===== src/rtl/clkbuf_freq_monitor.sv =====
// clkbuf_freq_monitor
// Counts rising edges of an asynchronous clock-tree leaf (A) over a fixed
// window of reference cycles (CLK) and reports the count with LOW/HIGH range
// flags. Observability only; drives nothing in the clock path.
//
// Optional feature macro: CLKMON_STUCK_EN
//   defined   - idle counter flags loss of activity on A (STUCK) mid-window
//   undefined - no idle counter, STUCK is constant 0
//
// state   | meaning
// --------+-----------------------------------------------------------
// IDLE    | counters held at 0, edges ignored, waits for EN
// MEASURE | counts CLK cycles of the window and synchronized A rises
// REPORT  | one cycle: latch COUNT/LOW/HIGH, pulse VALID next cycle

module clkbuf_freq_monitor #(
    parameter int WINDOW      = 32,
    parameter int CNT_W       = 8,
    parameter int MIN_EDGES   = 6,
    parameter int MAX_EDGES   = 10,
    parameter int STUCK_LIMIT = 12
) (
    input  logic             CLK,
    input  logic             RN,
    input  logic             EN,
    input  logic             A,
    output logic [CNT_W-1:0] COUNT,
    output logic             VALID,
    output logic             LOW,
    output logic             HIGH,
    output logic             STUCK
);

    localparam int                WIN_W    = (WINDOW > 1) ? $clog2(WINDOW) : 1;
    localparam logic [WIN_W-1:0]  WIN_LAST = WIN_W'(WINDOW - 1);
    localparam logic [CNT_W-1:0]  CNT_MAX  = '1;
    localparam logic [CNT_W-1:0]  MIN_C    = CNT_W'(MIN_EDGES);
    localparam logic [CNT_W-1:0]  MAX_C    = CNT_W'(MAX_EDGES);

    typedef enum logic [1:0] {
        ST_IDLE    = 2'd0,
        ST_MEASURE = 2'd1,
        ST_REPORT  = 2'd2
    } state_t;

    state_t            state;
    logic [WIN_W-1:0]  win_cnt;
    logic [CNT_W-1:0]  edge_cnt;
    logic              s1, s2, s3;
    logic              rise;

    assign rise = s2 & ~s3;

    // Two-flop synchronizer plus history flop; free-running in every state.
    always_ff @(posedge CLK or negedge RN) begin
        if (!RN) begin
            s1 <= 1'b0;
            s2 <= 1'b0;
            s3 <= 1'b0;
        end else begin
            s1 <= A;
            s2 <= s1;
            s3 <= s2;
        end
    end

    // Window sequencing, edge counting and registered report outputs.
    always_ff @(posedge CLK or negedge RN) begin
        if (!RN) begin
            state    <= ST_IDLE;
            win_cnt  <= '0;
            edge_cnt <= '0;
            COUNT    <= '0;
            VALID    <= 1'b0;
            LOW      <= 1'b0;
            HIGH     <= 1'b0;
        end else begin
            VALID <= 1'b0;
            case (state)
                ST_IDLE: begin
                    win_cnt  <= '0;
                    edge_cnt <= '0;
                    if (EN) begin
                        state <= ST_MEASURE;
                    end
                end
                ST_MEASURE: begin
                    if (!EN) begin
                        // Abort: partial window is discarded, outputs hold.
                        state    <= ST_IDLE;
                        win_cnt  <= '0;
                        edge_cnt <= '0;
                    end else begin
                        if (rise && (edge_cnt != CNT_MAX)) begin
                            edge_cnt <= edge_cnt + 1'b1;
                        end
                        if (win_cnt == WIN_LAST) begin
                            state <= ST_REPORT;
                        end else begin
                            win_cnt <= win_cnt + 1'b1;
                        end
                    end
                end
                ST_REPORT: begin
                    // Edges seen in this cycle are dropped; period is WINDOW+1.
                    COUNT    <= edge_cnt;
                    LOW      <= (edge_cnt < MIN_C);
                    HIGH     <= (edge_cnt > MAX_C);
                    VALID    <= 1'b1;
                    win_cnt  <= '0;
                    edge_cnt <= '0;
                    state    <= EN ? ST_MEASURE : ST_IDLE;
                end
                default: begin
                    state    <= ST_IDLE;
                    win_cnt  <= '0;
                    edge_cnt <= '0;
                end
            endcase
        end
    end

`ifdef CLKMON_STUCK_EN
    localparam int                STK_W   = $clog2(STUCK_LIMIT + 1);
    localparam logic [STK_W-1:0]  STK_LIM = STK_W'(STUCK_LIMIT);

    logic [STK_W-1:0] idle_cnt;
    logic             toggle;

    assign toggle = s2 ^ s3;

    // Activity-loss detector: counts MEASURE cycles without any A transition.
    always_ff @(posedge CLK or negedge RN) begin
        if (!RN) begin
            idle_cnt <= '0;
            STUCK    <= 1'b0;
        end else begin
            case (state)
                ST_MEASURE: begin
                    if (!EN) begin
                        idle_cnt <= '0;
                        STUCK    <= 1'b0;
                    end else if (toggle) begin
                        idle_cnt <= '0;
                    end else if (idle_cnt != STK_LIM) begin
                        idle_cnt <= idle_cnt + 1'b1;
                        if (idle_cnt == STK_LIM - 1'b1) begin
                            STUCK <= 1'b1;
                        end
                    end
                end
                ST_REPORT: begin
                    idle_cnt <= '0;
                    if (!EN) begin
                        STUCK <= 1'b0;
                    end
                end
                default: begin
                    idle_cnt <= '0;
                    STUCK    <= 1'b0;
                end
            endcase
        end
    end
`else
    assign STUCK = 1'b0;
`endif

endmodule


===== config.mk =====
export PLATFORM = sky130hd
export DESIGN_NAME = clkbuf_freq_monitor
export DESIGN_NICKNAME = d
export VERILOG_FILES = /design/src/rtl/clkbuf_freq_monitor.sv
export SDC_FILE = /design/constraint.sdc
export NUM_CORES = 1
export LEC_CHECK = 0
export CAP_MARGIN = 20
export CORE_AREA = 3 3 62 64
export CTS_CLUSTER_DIAMETER = 100
export CTS_CLUSTER_SIZE = 12
export DETAILED_ROUTE_END_ITERATION = 12
export DIE_AREA = 0 0 65 67
export PLACE_DENSITY = 0.68
export SLEW_MARGIN = 0
export SYNTH_ARGS = -nofsm -noshare
export SYNTH_HDL_FRONTEND = slang
export SYNTH_SLANG_ARGS = --single-unit

===== constraint.sdc =====
create_clock -name CLK -period 2 [get_ports CLK]
set_clock_uncertainty 0.2 [all_clocks]
set_input_delay 0.4 -clock CLK [delete_from_list [all_inputs] [get_ports CLK]]
set_output_delay 0.4 -clock CLK [all_outputs]
set_load 0.01 [all_outputs]

Yosys cells after proc, flatten, opt, wreduce, memory -nomap -nowiden
Index checks and enable logic that the tools add are counted.
{"block": "totals", "regBits": 29, "output_inout_bits": 12, "elab_cells": 39}
{"block": "classes", "add_sub_neg": 2, "magnitude_cmp": 2, "n_eq_ne": 8, "muxes": 12, "n_bitwise": 2, "n_reduce_logical": 3}
{"operator": "$mux W8", "count": 3}
{"operator": "$mux W5", "count": 3}
{"operator": "$ne A3 B3 Y1 const B", "count": 3}
{"operator": "$add A8 B1 Y8 const B", "count": 1}
{"operator": "$gt A8 B4 Y1 const B", "count": 1}
{"operator": "$lt A8 B3 Y1 const B", "count": 1}
{"operator": "$ne A8 B8 Y1 const B", "count": 1}
{"operator": "$mux W2", "count": 3}
{"operator": "$pmux W2 S3", "count": 1}
{"operator": "$add A5 B1 Y5 const B", "count": 1}
{"operator": "$eq A5 B5 Y1 const B", "count": 1}
{"operator": "$eq A2 B1 Y1 const B", "count": 1}
{"operator": "$eq A2 B2 Y1 const B", "count": 1}
{"operator": "$logic_not A2 Y1", "count": 1}
{"operator": "$mux W1", "count": 2}
{"operator": "$ne A2 B2 Y1 const B", "count": 1}
{"operator": "$reduce_and A2 Y1", "count": 1}
{"operator": "$and A1 B1 Y1", "count": 1}
{"operator": "$logic_and A1 B1 Y1", "count": 1}
{"operator": "$not A1 Y1", "count": 1}

Depth between registers and ports, before layout
{"block": "depth", "depth_word": 6, "mapped_depth": 7, "ltp_nobuf": 6}

Worst setup path before layout
Ideal clock, no wire load.
{"block": "synth_path", "kind": "reg-to-reg", "startpoint": "register win_cnt[0]", "endpoint": "register win_cnt[3]", "setup_time_ns": 0.130, "arrival_ns": 1.455, "t_required_ns": 1.670, "setup_slack_ns": 0.215, "stages_incl_launch_ff": 8, "path_buffers": 1, "synth_period_minus_slack_ns": 1.785, "cell_sequence": "dfrtp_1 > ha_1 > and3_1 > ha_1 > clkbuf_1 > nand4b_1 > xor2_1 > nor2_1"}
{"block": "synth_via", "elab_chain_len": 4, "elab_cells_between_ends": 6, "classes_between": "add/sub (1); eq/ne (2); mux (3)"}
{"element": "start: declaration", "line": "47", "source": "logic [WIN_W-1:0] win_cnt;"}
{"element": "start signal: assignment", "line": "100", "source": "win_cnt <= win_cnt + 1'b1;"}
{"element": "$add A5 B1 Y5", "line": "100"}
{"element": "$mux W5", "line": "97", "source": "if (win_cnt == WIN_LAST) begin"}
{"element": "$mux W5", "line": "88", "source": "if (!EN) begin"}
{"element": "$mux W5", "line": "79", "source": "case (state)"}
Parallel ways exist; a longest one is shown, timed or not. The select of a mux whose other input is x is not followed.
A chain may end at the register's enable or synchronous reset.

Worst setup path in the final report
Ends and elaborated chain as after synthesis.

==> impl_metrics.csv <==
group,metric,value,unit
pwr,power_switching_share,0.231,
pwr,peakVddDrop,296,uV
die,placeable_core_region,3340,sq um
synth,synth-seq-area-share,0.556,
route,avgViaCountPerCell,5.02,
clocking,clkTransAtPathRegs,0.09,ns
route,wl_per_cell,13.2,microns
route,num_vias,869,
layout,antenna_cells,0,
pwr,power.switching,0.222,mW
synth,synth.distinct_cells,34,
timing,fmax,539,MHz
layout,n_fill_cell,326,
timing,worst_slew_pin_slew,0.632,ns
layout,finish.utilization,0.462,
global_routing,grt_max_degree,30,
timing,setup_viol,0,
route,detail-route-antenna-nets,0,
pwr,power_frac_seq,0.622,
worst_hold_path,hold_class,"reg -> reg",
synth,synth_edf_count,0,
pwr,power.combinational.fraction,0.038,
synth,synthFlopType,"dfrtp_1",
global_routing,grt_first_pass_wirelength,4070,microns
run_status,run_status,"completed",
die,initial_utilization,0.391,
route,drc,0,
setup_path,required,2.01,ns
timing,fin_crit,1.86,ns
place,detailedPlacementHpwl,1620,microns
global_routing,via_count_of_the_first_global_routing_pass,888,
layout,final_layout_size_suffix_gt1_frac,0.165,
pwr,power_report.internal_total,0.740,mW
worst_hold_path,hold_start,"s1",
timing,unrepaired_setup_endpoints_after_global_routing,"no",
global_routing,initial_antenna_violation_count,0,
route,drtPass1Iterations,4,
clocking,cts_tree,"done",
clocking,post_cts.resized_instances,0,
setup_path,worst_setup_path_start_kind,"register",
synth,average_instance_area_after_synthesis,12.1,sq um
timing,finalMaxSlewViolations,0,
die,die_x,65,microns
worst_hold_path,hold_depth,0,
setup_path,reg2regPathDepth,6,
global_routing,grt-ovfl-total,0,
synth,yosys_register_bits,29,
global_routing,global_route.usage.total,0.127,
clocking,post_cts.repair.setup_buffers,0,
clocking,cts.path.max_buffers,2,
setup_path,worstSetupPathType,"reg -> reg",
setup_path,ff2ff_setup_slack,0.14,ns
place,place.port_buffers,14,
layout,layout.nets,133,
setup_path,endpoint_kind,"register",
synth,synth_area,1310,sq um
clocking,numCtsBuffers,5,
place,place.gp.congestion,0.779,
die,placementRows,21,
clocking,root_buffer,"clkbuf_4",
synth,postSynthNetCount,115,
timing,slew-limit-headroom,0.578,
setup_path,regToRegStartpoint,"win_cnt[0]",
pwr,power.density_cell_area,625,nW/um^2
synth,synthArstFlopShare,1.00,
setup_path,cp.arrival,1.86,ns
layout,area_growth,17.9,%
timing,final.hold.worst_slack,0.164,ns
clocking,htree_levels,2,
die,design.portCount,16,
synth,ys.warnings.count,0,
layout,layout.cells.non_filler,173,
place,dp.cells,165,
clocking,clock_insertion_delay_worst_skew,0.32,ns
timing,finalCritPeriodShare,0.928,
pwr,static-leakage-power,0.725,nW
clocking,clkSinkCount,29,
route,wl,2290,microns
die,fp.dieArea,4360,sq um
synth,number_of_instances_in_the_synthesized_netlist,108,
setup_path,crit_fanout,7,
pwr,design_power_total,0.962,mW
timing,final.setup.tns,0,ns
route,drt_first_iter_violations,38,
timing,final_hold_viol_count,0,
setup_path,worst_setup_path_startpoint,"win_cnt[0]",
die,die_y,67,microns
pwr,share_clk_of_total_power,0.340,
run,maxCapViolations,0,
clocking,cts.hold.buffers_added,0,
-- kinds of logic after synthesis --
| family | share of synthesized area |
|---|---|
| DFF | 0.556 |
| and+or+nand+nor | 0.164 |
| buffers and inverters | 0.0287 |
| muxes | 0.0987 |
| other | 0.00287 |
| xor gates and xnor gates | 0.0201 |
| AOI/OAI and AO/OA | 0.102 |
| adders and majority gates | 0.0287 |
-- worst paths after layout --
check,endpoint
hold reg to reg,s2
min in group asynchronous,edge_cnt[4]
setup reg to reg,win_cnt[3]
setup / recovery,win_cnt[3]
max in group asynchronous,edge_cnt[5]
hold / removal,s2
-- cell usage after synthesis (2+ instances only) --
library cell	number	area share
ha_1	3	0.029
a21o_1	2	0.011
clkbuf_1	3	0.0086
xor2_1	2	0.013
and4_2	2	0.015
mux2_2	7	0.060
nand2b_1	3	0.014
nor2_1	5	0.014
nand2_1	7	0.020
o21ai_0	5	0.019
nand3b_1	2	0.011
dfrtp_1	29	0.56
and2_1	3	0.014
a211oi_1	2	0.011
a21oi_1	7	0.027
and4b_1	2	0.015
inv_1	2	0.0057
and3b_1	2	0.013
mux2i_1	5	0.038
-- metal layers --
metal	GRT usage	vias to the layer above	wire length [microns]	share of wire
li1	-	418	-	-
met1	0.146	431	1060	0.46
met2	0.199	15	1080	0.47
met3	0.0590	5	105	0.046
met4	0.0633	0	44	0.019
met5	0	-	0	0
-- critical path, stage by stage (launching register included) --
cell and delay (ns):
dfrtp_1 0.42, ha_1 0.22, and3_1 0.19, ha_1 0.28
nand4b_1 0.22, xor2_1 0.16, nor2_1 0.05
-- power by group through the flow --
stage,sequential (mW),combinational (mW),clock [mW]
after global routing,0.600,0.0418,0.382
after detailed placement,0.611,0.0375,0
after global placement,0.610,0.0360,0
after CTS,0.599,0.0381,0.345
final,0.599,0.0365,0.327
after floorplan,0.609,0.0168,0
-- area by class of cell --
class | count | area [sq um] | area share
clock buffer | 6 | 41.3 | 0.0268
clock inverter | 2 | 10.0 | 0.00650
inverter | 2 | 7.51 | 0.00487
multi-input combinational | 72 | 543 | 0.353
sequential | 29 | 726 | 0.471
tap | 46 | 57.6 | 0.0374
timing repair buffer | 16 | 155 | 0.101
-- sequential cells by signal, indices dropped and copies added (netlist names) --
register	count
COUNT	8
state	2
HIGH	1
s2	1
edge_cnt	8
s3	1
s1	1
LOW	1
win_cnt	5
VALID	1
-- cell usage in the layout (no fill, tap or decap), drive strengths merged, types with 3 or more instances in the layout --
| master | Yosys | final |
|---|---|---|
| a21oi | 7 | 7 |
| and2 | 3 | 3 |
| clkbuf | 3 | 6 |
| clkdlybuf4s50 | 0 | 14 |
| dfrtp | 29 | 29 |
| ha | 3 | 3 |
| mux2 | 7 | 7 |
| mux2i | 5 | 5 |
| nand2 | 7 | 7 |
| nand2b | 3 | 3 |
| nor2 | 5 | 5 |
| o21ai | 5 | 5 |
-- per-stage QoR --
step           worst slack, ns  area (sq um)
4_1_cts                  0.119          1540
2_1_floorplan            0.215          1310
5_1_grt                 0.0176          1540
3_3_place_gp             0.208          1490
6_report                 0.143          1540
3_5_place_dp             0.149          1490
(Power assumes the default switching activity.)
==> variant, RTL diff (same settings) <==
`WINDOW`: 32 -> 16.
--- a/src/rtl/clkbuf_freq_monitor.sv
+++ b/src/rtl/clkbuf_freq_monitor.sv
@@ -14,7 +14,7 @@
 // REPORT  | one cycle: latch COUNT/LOW/HIGH, pulse VALID next cycle
 
 module clkbuf_freq_monitor #(
-    parameter int WINDOW      = 32,
+    parameter int WINDOW      = 16,
     parameter int CNT_W       = 8,
     parameter int MIN_EDGES   = 6,
     parameter int MAX_EDGES   = 10,
Formal check against the unedited RTL: no difference found for any inputs over 10 cycles, from zero or initial values; that may be too few to reach the edited logic, so the function may still have changed.
==> variant against the original RTL <==
  * Fmax rose by 1.0%
  * Setup slack improved by 0.019 ns
  * Synthesized area fell by 4.3%
  * Core utilization fell by 2.1 points
  * Total power fell by 13%
  * Critical endpoint is now COUNT[0]
  * Clock power fell by 33%
  * Routed wire length fell by 4.5%
  * Highest routed layer unchanged
  * Via count rose by 0.69%
  * Sequential share of layout area rose by 0.58 points
  * Cell area fell by 4.6%
  * Largest power group unchanged
  * Final cell count fell by 0.58%
  * Sequential cell count fell by 1
==> variant: results (changes against the original RTL) <==
Run status
  – Status: complete, no violations

Setup path
  – CP top delay family: buffers and inverters
  – Worst Setup SP: COUNT[0]
  – Slowest-stage cell, CP: clkdlybuf4s50_1
  – Crit-path max cell delay: 0.54 ns (+0.12 ns)
  – CP arrival: 1.24 ns (-0.62 ns)
  – Worst-path fanout max: 2 (-5)
  – RR Startpoint: edge_cnt[0]

Cells and area
  – Regs by FF count: COUNT x8, edge_cnt x8, win_cnt x4
  – Layout cells sized above 1: 15.1% (-1.5 points)
  – Nets: 134 (+0.75%)

Clock tree
  – Clock slew at reported path FFs: 0.13 ns (+0.04 ns)
  – Cts bufs inserted: 3 (-2)
  – CTS HTree Levels: 1 (-1)

Global routing
  – Number of global-route vias before repair: 893 (+0.56%)
  – First-pass GRT wire length: 4010 um (-1.5%)
  – Largest net degree at the start of global routing: 29 (-3.3%)
  – Total GRT Usage: 11.8% (-0.96 points)

Placement
  – Area after DPL: 1450 um2 (-2.9%)
  – Routability cong.: 0.856 (+10%)
  – DP HPWL: 1590 um (-2.0%)

Pwr
  – Pleak: 0.649 nW (-10%)
  – Worst ir drop on vdd: 363 uV (+23%)

Synthesis
  – Post-synth top cells: dfrtp_1 (28), nor2_1 (12), nand2_1 (8), mux2_2 (6)
  – Syn_nets: 116 (+0.87%)
  – Seq/Total Area, Yosys: 56.1% (+0.50 points)
  – Synth top area cells: dfrtp_1 (56%), mux2_2 (5.4%), nor2_1 (3.6%)
  – Synth cell types: 35 (+2.9%)

Routing
  – DRT Wirelength: 2190 um (-4.5%)
  – DRT iter0 DRCs: 19 (-50%)

STA
  – Worst rel slew slack: 63.8% (+5.9 points)
-- variant: final cells by class --
class	count	area, um2
Clock buffer	3	22.5
Fill cell	320	1870
Inverter	5	18.8
Multi-Input combinational cell	72	499
Sequential cell	28	701
Tap cell	46	57.6
Timing Repair Buffer	18	170
-- variant: logic make-up after synthesis --
kind of cell	share of synthesized area, %
AOI/OAI and AO/OA	12.6
xor gates and xnor gates	1.40
adders and majority gates	2.00
buffers and inverters	4.00
DFF	56.1
muxes	7.01
other	0.300
and+or+nand+nor	16.6
-- variant: metrics by stage --
step | power, W | hold slack, ns | cells | setup WS [ns]
after global routing | 0.000882 | 0.183 | 172 | 0.0483
after CTS | 0.000851 | 0.172 | 172 | 0.140
after global placement | 0.000625 | 0.137 | 169 | 0.287
after detailed placement | 0.000627 | 0.140 | 169 | 0.235
after floorplan | 0.000604 | -0.0956 | 110 | 0.360
final | 0.000834 | 0.168 | 172 | 0.162
-- variant: worst paths after layout --
kind | end | depth (start not counted)
max in group asynchronous | edge_cnt[7] | 2
min | s2 | 0
min in group asynchronous | COUNT[0] | 2
max reg2reg | edge_cnt[1] | 5
min reg2reg | s2 | 0
max | COUNT[0] | 1
-- variant: routing by layer --
metal	vias up	routed length [um]	global-route usage, %
li1	417	-	-
met1	428	1000	14.5
met2	28	1040	20.8
met3	2	136	3.20
met4	0	10	1.85
met5	-	0	0
-- variant: power by group --
part / leakage (nW) / internal [W] / switching, W
Sequential: 0.381 / 0.000573 / 0.00000616
Combinational: 0.255 / 0.0000149 / 0.0000207
Clock: 0.0138 / 0.0000706 / 0.000149
Total: 0.649 / 0.000658 / 0.000176
